### config.mk
export PLATFORM = sky130hd
export DESIGN_NAME = vga_fb_scanout
export DESIGN_NICKNAME = d
export VERILOG_FILES = /design/src/rtl/vga_pkg.sv /design/src/rtl/vga_timing_gen.sv /design/src/rtl/vga_fb_scanout.sv
export SDC_FILE = /design/constraint.sdc
export NUM_CORES = 1
export LEC_CHECK = 0
export ABC_CLOCK_PERIOD_IN_PS = 1710
export BUFFER_PORTS_ARGS = -buffer_cell sky130_fd_sc_hd__buf_2
export CORE_MARGIN = 4
export CORE_UTILIZATION = 48
export DETAILED_ROUTE_END_ITERATION = 8
export PLACE_DENSITY_LB_ADDON = 0.3
export SLEW_MARGIN = 30
export SYNTH_ARGS = -nofsm -noshare
export SYNTH_HDL_FRONTEND = slang
export SYNTH_HIERARCHICAL = 1
export SYNTH_SLANG_ARGS = --single-unit
### constraint.sdc
create_clock -name clk -period 1.71 [get_ports clk]
set_input_delay 0.2565 -clock clk [delete_from_list [all_inputs] [get_ports clk]]
set_output_delay 0.2565 -clock clk [all_outputs]
set_load 0.1 [all_outputs]
### src/rtl/vga_pkg.sv
// Shared VGA/framebuffer definitions: default 640x480 timing, scan state, color and address helpers.
package vga_pkg;

  localparam int unsigned DefHActive = 640;
  localparam int unsigned DefHFp     = 16;
  localparam int unsigned DefHSync   = 96;
  localparam int unsigned DefHBp     = 48;
  localparam int unsigned DefVActive = 480;
  localparam int unsigned DefVFp     = 10;
  localparam int unsigned DefVSync   = 2;
  localparam int unsigned DefVBp     = 33;

  typedef enum logic {StIdle, StRun} scan_state_e;

  function automatic logic [3:0] col_r(input logic [11:0] c);
    return c[11:8];
  endfunction

  function automatic logic [3:0] col_g(input logic [11:0] c);
    return c[7:4];
  endfunction

  function automatic logic [3:0] col_b(input logic [11:0] c);
    return c[3:0];
  endfunction

  // Framebuffer address layout, shared with the pixel writers.
  function automatic logic [15:0] pix_addr(input logic [7:0] x, input logic [7:0] y);
    return {y, x};
  endfunction

endpackage

### src/rtl/vga_timing_gen.sv
// Frame counters, RUN/IDLE control and stage-0 sync/active/image-window decode.
module vga_timing_gen
  import vga_pkg::*;
#(
  parameter int unsigned H_ACTIVE = DefHActive,
  parameter int unsigned H_FP     = DefHFp,
  parameter int unsigned H_SYNC   = DefHSync,
  parameter int unsigned H_BP     = DefHBp,
  parameter int unsigned V_ACTIVE = DefVActive,
  parameter int unsigned V_FP     = DefVFp,
  parameter int unsigned V_SYNC   = DefVSync,
  parameter int unsigned V_BP     = DefVBp,
  parameter int unsigned IMG_W    = 256,
  parameter int unsigned IMG_H    = 256,
  parameter int unsigned X_OFF    = 192,
  parameter int unsigned Y_OFF    = 112,
  localparam int unsigned HW = $clog2(H_ACTIVE + H_FP + H_SYNC + H_BP),
  localparam int unsigned VW = $clog2(V_ACTIVE + V_FP + V_SYNC + V_BP)
) (
  input  logic          clk,
  input  logic          reset,
  input  logic          i_enable,
  output logic [HW-1:0] o_h_cnt,
  output logic [VW-1:0] o_v_cnt,
  output logic          o_run,
  output logic          o_active,
  output logic          o_in_img,
  output logic          o_hs_n,
  output logic          o_vs_n,
  output logic          o_first,
  output logic          o_stop
);

  localparam int unsigned HTotal = H_ACTIVE + H_FP + H_SYNC + H_BP;
  localparam int unsigned VTotal = V_ACTIVE + V_FP + V_SYNC + V_BP;
  localparam logic [HW-1:0] HLast = HW'(HTotal - 1);
  localparam logic [VW-1:0] VLast = VW'(VTotal - 1);

  scan_state_e   r_state;
  logic [HW-1:0] r_h;
  logic [VW-1:0] r_v;
  logic          w_run;
  logic          w_last;
  logic          w_active;
  logic [31:0]   w_h;
  logic [31:0]   w_v;

  assign w_run  = (r_state == StRun);
  assign w_last = (r_h == HLast) && (r_v == VLast);
  assign w_h    = 32'(r_h);
  assign w_v    = 32'(r_v);

  always_ff @(posedge clk or negedge reset) begin
    if (!reset) begin
      r_state <= StIdle;
      r_h     <= '0;
      r_v     <= '0;
    end else begin
      case (r_state)
        StIdle: begin
          r_h <= '0;
          r_v <= '0;
          if (i_enable) r_state <= StRun;
        end
        StRun: begin
          if (r_h == HLast) begin
            r_h <= '0;
            if (r_v == VLast) begin
              r_v <= '0;
              if (!i_enable) r_state <= StIdle;
            end else begin
              r_v <= r_v + 1'b1;
            end
          end else begin
            r_h <= r_h + 1'b1;
          end
        end
        default: r_state <= StIdle;
      endcase
    end
  end

  // Every decode is gated by RUN so IDLE (counters parked at 0) reads as blanking.
  assign w_active = w_run && (w_h < H_ACTIVE) && (w_v < V_ACTIVE);
  assign o_active = w_active;
  assign o_in_img = w_active && (w_h >= X_OFF) && (w_h < X_OFF + IMG_W)
                    && (w_v >= Y_OFF) && (w_v < Y_OFF + IMG_H);
  assign o_hs_n   = !(w_run && (w_h >= H_ACTIVE + H_FP) && (w_h < H_ACTIVE + H_FP + H_SYNC));
  assign o_vs_n   = !(w_run && (w_v >= V_ACTIVE + V_FP) && (w_v < V_ACTIVE + V_FP + V_SYNC));
  assign o_first  = w_run && (r_h == '0) && (r_v == '0);
  assign o_stop   = w_run && w_last && !i_enable;
  assign o_run    = w_run;
  assign o_h_cnt  = r_h;
  assign o_v_cnt  = r_v;

endmodule

### src/rtl/vga_fb_scanout.sv
// Framebuffer scan-out: address generation plus a 2-stage pipeline aligning color with sync.
module vga_fb_scanout
  import vga_pkg::*;
#(
  parameter int unsigned H_ACTIVE = DefHActive,
  parameter int unsigned H_FP     = DefHFp,
  parameter int unsigned H_SYNC   = DefHSync,
  parameter int unsigned H_BP     = DefHBp,
  parameter int unsigned V_ACTIVE = DefVActive,
  parameter int unsigned V_FP     = DefVFp,
  parameter int unsigned V_SYNC   = DefVSync,
  parameter int unsigned V_BP     = DefVBp,
  parameter int unsigned IMG_W    = 256,
  parameter int unsigned IMG_H    = 256,
  parameter int unsigned X_OFF    = 192,
  parameter int unsigned Y_OFF    = 112,
  parameter logic [11:0] BORDER   = 12'h000
) (
  input  logic        clk,
  input  logic        reset,
  input  logic        enable,
  output logic        rd_en,
  output logic [15:0] rd_addr,
  input  logic [11:0] rd_data,
  output logic        hsync,
  output logic        vsync,
  output logic        de,
  output logic [3:0]  red,
  output logic [3:0]  green,
  output logic [3:0]  blue,
  output logic        frame_start,
  output logic        frame_done
);

  localparam int unsigned HW = $clog2(H_ACTIVE + H_FP + H_SYNC + H_BP);
  localparam int unsigned VW = $clog2(V_ACTIVE + V_FP + V_SYNC + V_BP);

  logic [HW-1:0] w_h_cnt;
  logic [VW-1:0] w_v_cnt;
  logic          w_run;
  logic          w_active;
  logic          w_in_img;
  logic          w_hs_n;
  logic          w_vs_n;
  logic          w_first;
  logic          w_stop;
  logic [7:0]    w_x;
  logic [7:0]    w_y;
  logic [11:0]   w_color;

  logic          r_act1, r_img1, r_hs1, r_vs1, r_fs1, r_fd1;
  logic          r_de, r_hs, r_vs, r_fs, r_fd;
  logic [11:0]   r_rgb;

  vga_timing_gen #(
    .H_ACTIVE (H_ACTIVE),
    .H_FP     (H_FP),
    .H_SYNC   (H_SYNC),
    .H_BP     (H_BP),
    .V_ACTIVE (V_ACTIVE),
    .V_FP     (V_FP),
    .V_SYNC   (V_SYNC),
    .V_BP     (V_BP),
    .IMG_W    (IMG_W),
    .IMG_H    (IMG_H),
    .X_OFF    (X_OFF),
    .Y_OFF    (Y_OFF)
  ) u_timing (
    .clk      (clk),
    .reset    (reset),
    .i_enable (enable),
    .o_h_cnt  (w_h_cnt),
    .o_v_cnt  (w_v_cnt),
    .o_run    (w_run),
    .o_active (w_active),
    .o_in_img (w_in_img),
    .o_hs_n   (w_hs_n),
    .o_vs_n   (w_vs_n),
    .o_first  (w_first),
    .o_stop   (w_stop)
  );

  assign w_x     = 8'(32'(w_h_cnt) - X_OFF);
  assign w_y     = 8'(32'(w_v_cnt) - Y_OFF);
  assign rd_en   = w_in_img && w_run;
  assign rd_addr = rd_en ? pix_addr(w_x, w_y) : 16'h0000;

  // Stage 1 holds the decode while the framebuffer read completes.
  always_ff @(posedge clk or negedge reset) begin
    if (!reset) begin
      r_act1 <= 1'b0;
      r_img1 <= 1'b0;
      r_hs1  <= 1'b1;
      r_vs1  <= 1'b1;
      r_fs1  <= 1'b0;
      r_fd1  <= 1'b0;
    end else begin
      r_act1 <= w_active;
      r_img1 <= w_in_img;
      r_hs1  <= w_hs_n;
      r_vs1  <= w_vs_n;
      r_fs1  <= w_first;
      r_fd1  <= w_stop;
    end
  end

  always_comb begin
    w_color = 12'h000;
    if (r_img1)      w_color = rd_data;
    else if (r_act1) w_color = BORDER;
  end

  always_ff @(posedge clk or negedge reset) begin
    if (!reset) begin
      r_de  <= 1'b0;
      r_hs  <= 1'b1;
      r_vs  <= 1'b1;
      r_fs  <= 1'b0;
      r_fd  <= 1'b0;
      r_rgb <= 12'h000;
    end else begin
      r_de  <= r_act1;
      r_hs  <= r_hs1;
      r_vs  <= r_vs1;
      r_fs  <= r_fs1;
      r_fd  <= r_fd1;
      r_rgb <= w_color;
    end
  end

  assign hsync       = r_hs;
  assign vsync       = r_vs;
  assign de          = r_de;
  assign red         = col_r(r_rgb);
  assign green       = col_g(r_rgb);
  assign blue        = col_b(r_rgb);
  assign frame_start = r_fs;
  assign frame_done  = r_fd;

endmodule

==> results_dict.tcl <==
set metrics [dict create \
    grt_usage_pct 23.4 \
    vias 2009 \
    ys_top_cells_by_area "dfrtp_1 (47%), and3_1 (5.0%), dfstp_2 (5.0%)" \
    p_int_uw 1380 \
    synth_top_area_share_pct 47.2 \
    peakVddDrop_v 0.000394 \
    rsz0062_at_grt "yes" \
    status "finished with violations" \
    clkSlewWorstSetupHoldPaths_ns 0.08 \
    clock_sinks 44 \
    drtAntennaViolNets 0 \
    tightest_slew_ns 0.553 \
    slowest_stage "dfrtp_1" \
    power_frac_comb_pct 2.1 \
    cp_max_fo 6 \
    crit_chain "a2111oi_2 > o311a_4 > buf_6 > nand2_8 > a21oi_4 > buf_12" \
    wire_per_inst_um 17.8 \
    core_mm2 0.00414 \
    ys_async_sr_fraction_pct 100 \
    cts_buffers 5 \
    grt_pass1_vias 2067 \
    power.density_mw_per_mm2 514 \
    fin_skew_ns 0.00694 \
    htree_levels 2 \
    p_sw_uw 356 \
    cap_violations 0 \
    cp_slowest_stage_delay_ns 0.46 \
    cts_tree "done" \
    synth_ff_type "dfrtp_1" \
    synth_xor_area_share_pct 4.55 \
    start_kind "flop" \
    setup_viol 34 \
    cts_root_buf "clkbuf_8" \
    violations "negative setup slack" \
    final_cell_mix "buf_4 (42), dfrtp_1 (37), buf_2 (31)" \
    instances_no_fill 353 \
    clock_latency_ns 0.29 \
    cp-end-kind "output pin" \
    relSlewSlack_pct 63.2 \
    dp_cells 333 \
    hold_class "primary input to asynchronous set/reset pin" \
    finalNetCount 322 \
    grt_max_degree 45 \
    antenna-diode-count 0 \
    gp_congestion 0.893 \
    critical_path_class "flop to output pin" \
    avgSynthCellArea_um2 10.4 \
    drv_slew 0 \
    synth_simple_gate_area_share_pct 26.4 \
    netlist_instances 204 \
    fp.dieW_um 74.5 \
    num_io_pins 49 \
    synth_top_family_by_area "simple AND/OR/NAND/NOR gates" \
    holdBufCountCts 0 \
    hold_slack_ns 0.0334 \
    cp.required_ns 1.45 \
    finalHoldViolCount 0 \
    grt_pass1_wl_um 9720 \
    clk_path_buf_depth 2 \
    vias_per_cell 5.69 \
    ys_ff_latch 44 \
    dr.pass1.iters 4 \
    seqPwrFrac_pct 59.8 \
    fmax_mhz 434 \
    p_clk_share_pct 38.1 \
    yosysTopAreaCell "dfrtp_1" \
    ys_seq_area_share_pct 52.2 \
    finalCritPeriodShare_pct 135 \
    antenna_found_initial 0 \
    dp_hpwl_um 3960 \
    final_common_cell "buf_4" \
    layout-drive-gt1-share_pct 50.5 \
    yosys.area_share.adder_pct 2.95 \
    die_h_um 74.5 \
    die_area_mm2 0.00554 \
    synth.area.mux_share_pct 0 \
    start_util_pct 51.1 \
    synth_fp_nets 224 \
    synth_edf_count 0 \
    synth-compound-area-share_pct 9.98 \
    row_count 23 \
    syn_area_mm2 0.00212 \
    drt-total-wl_um 6290 \
    first_iter_violations 118 \
    final_util_pct 81.6 \
    drcViolationCount 0 \
    area_delta_synth_final_pct 59.6 \
    crit_family "compound AO/OA/AOI/OAI gates" \
    fill_cells 235 \
    setup_ws_ns -0.592 \
    swShare_pct 20.5 \
    post-route-min-period_ns 2.30 \
    arrival_ns 2.05 \
    path_buf_inv 2 \
    synth.distinct_cells 42 \
    leakagePower_uw 0.00157 \
    overflow 0 \
    synth_warnings 6 \
    portBuffers 48 \
]
==> registers in the layout, indices dropped and copies added, names as in the netlist <==
register / flops
r_rgb: 12
r_fs1: 1
r_img1: 1
r_act1: 1
r_fd1: 1
frame_start: 1
vsync: 1
frame_done: 1
r_vs1: 1
de: 1
u_timing/o_run: 1
u_timing/o_v_cnt: 10
u_timing/o_h_cnt: 10
r_hs1: 1
hsync: 1
==> final cells by class <==
cell class / count / area, um^2 / share of cell area [%]
Clock buffer: 8 / 90.1 / 2.66
Timing Repair Buffer: 102 / 946 / 28.0
Multi-Input combinational cell: 141 / 1140 / 33.7
Inverter: 8 / 33.8 / 0.999
Tap cell: 50 / 62.6 / 1.85
Sequential cell: 44 / 1110 / 32.8
==> power by group through the flow <==
stage | combinational, uW | clock [uW] | sequential, uW
6_report | 36.2 | 662 | 1040
4_1_cts | 38.0 | 675 | 1040
5_1_grt | 42.7 | 710 | 1040
3_5_place_dp | 37.6 | 0 | 1060
3_3_place_gp | 37.6 | 0 | 1060
2_1_floorplan | 0.353 | 0 | 1060
==> per-layer routing <==
layer | global-route usage (%) | wire length [um] | share of wire (%)
met3 | 6.22 | 465 | 7.4
met1 | 27.8 | 2560 | 41
met5 | 0 | 0 | 0
met4 | 8.70 | 167 | 2.7
met2 | 40.6 | 3090 | 49
==> per-stage QoR <==
step | power (uW) | setup slack (ns) | TNS [ns] | instance area (um^2)
3_3_place_gp | 1100 | -0.248 | -5.29 | 3080
6_report | 1740 | -0.592 | -12.72 | 3380
5_1_grt | 1790 | -0.697 | -15.43 | 3380
2_1_floorplan | 1060 | -0.466 | -6.00 | 2250
3_5_place_dp | 1100 | -0.288 | -6.32 | 3080
4_1_cts | 1750 | -0.580 | -12.14 | 3290
==> path summary, 6_finish.rpt <==
kind / slack [ns] / startpoint / cells after the start / endpoint
hold reg to reg: 0.35 / r_fs1$_DFF_PN0_ / 0 / frame_start$_DFF_PN0_
hold / removal: 0.03 / reset / 2 / u_timing/o_h_cnt[0]$_DFF_PN0_
setup / recovery: -0.59 / u_timing/o_v_cnt[9]$_DFFE_PN0P_ / 6 / rd_addr[15]
setup reg to reg: -0.31 / u_timing/o_h_cnt[7]$_DFF_PN0_ / 5 / u_timing/o_v_cnt[5]$_DFFE_PN0P_
max in group asynchronous: 1.27 / reset / 2 / u_timing/o_v_cnt[4]$_DFFE_PN0P_
min in group clk: 0.13 / enable / 2 / r_fd1$_DFF_PN0_
==> synth_stat cells (all sizes together), types with 6 or more instances <==
| library cell | instances |
|---|---|
| inv | 8 |
| nand4 | 6 |
| and2 | 14 |
| clkbuf | 6 |
| nor2 | 16 |
| nand2 | 12 |
| xnor2 | 6 |
| dfrtp | 40 |
| a31oi | 7 |
| and3 | 17 |
| nand3 | 11 |
==> logic make-up (layout without fill, tap and decap cells) <==
logic type | Yosys count | count (layout)
AND/OR/NAND/NOR | 97 | 97
flip-flops | 44 | 44
AO/OA/AOI/OAI | 28 | 28
buffers and inverters | 19 | 118
XOR/XNOR | 11 | 11
adder cells (fa/ha/maj) | 5 | 5
==> timing repair <==
item	4_1_cts	5_1_grt
buffers inserted	6	8
endpoints found under the setup margin	34	35
endpoints found under the hold margin	0	0
gates resized for setup	13	20
pin swaps	8	7
cloned	2	0
Note: power is estimated with default switching activity, not from simulation.
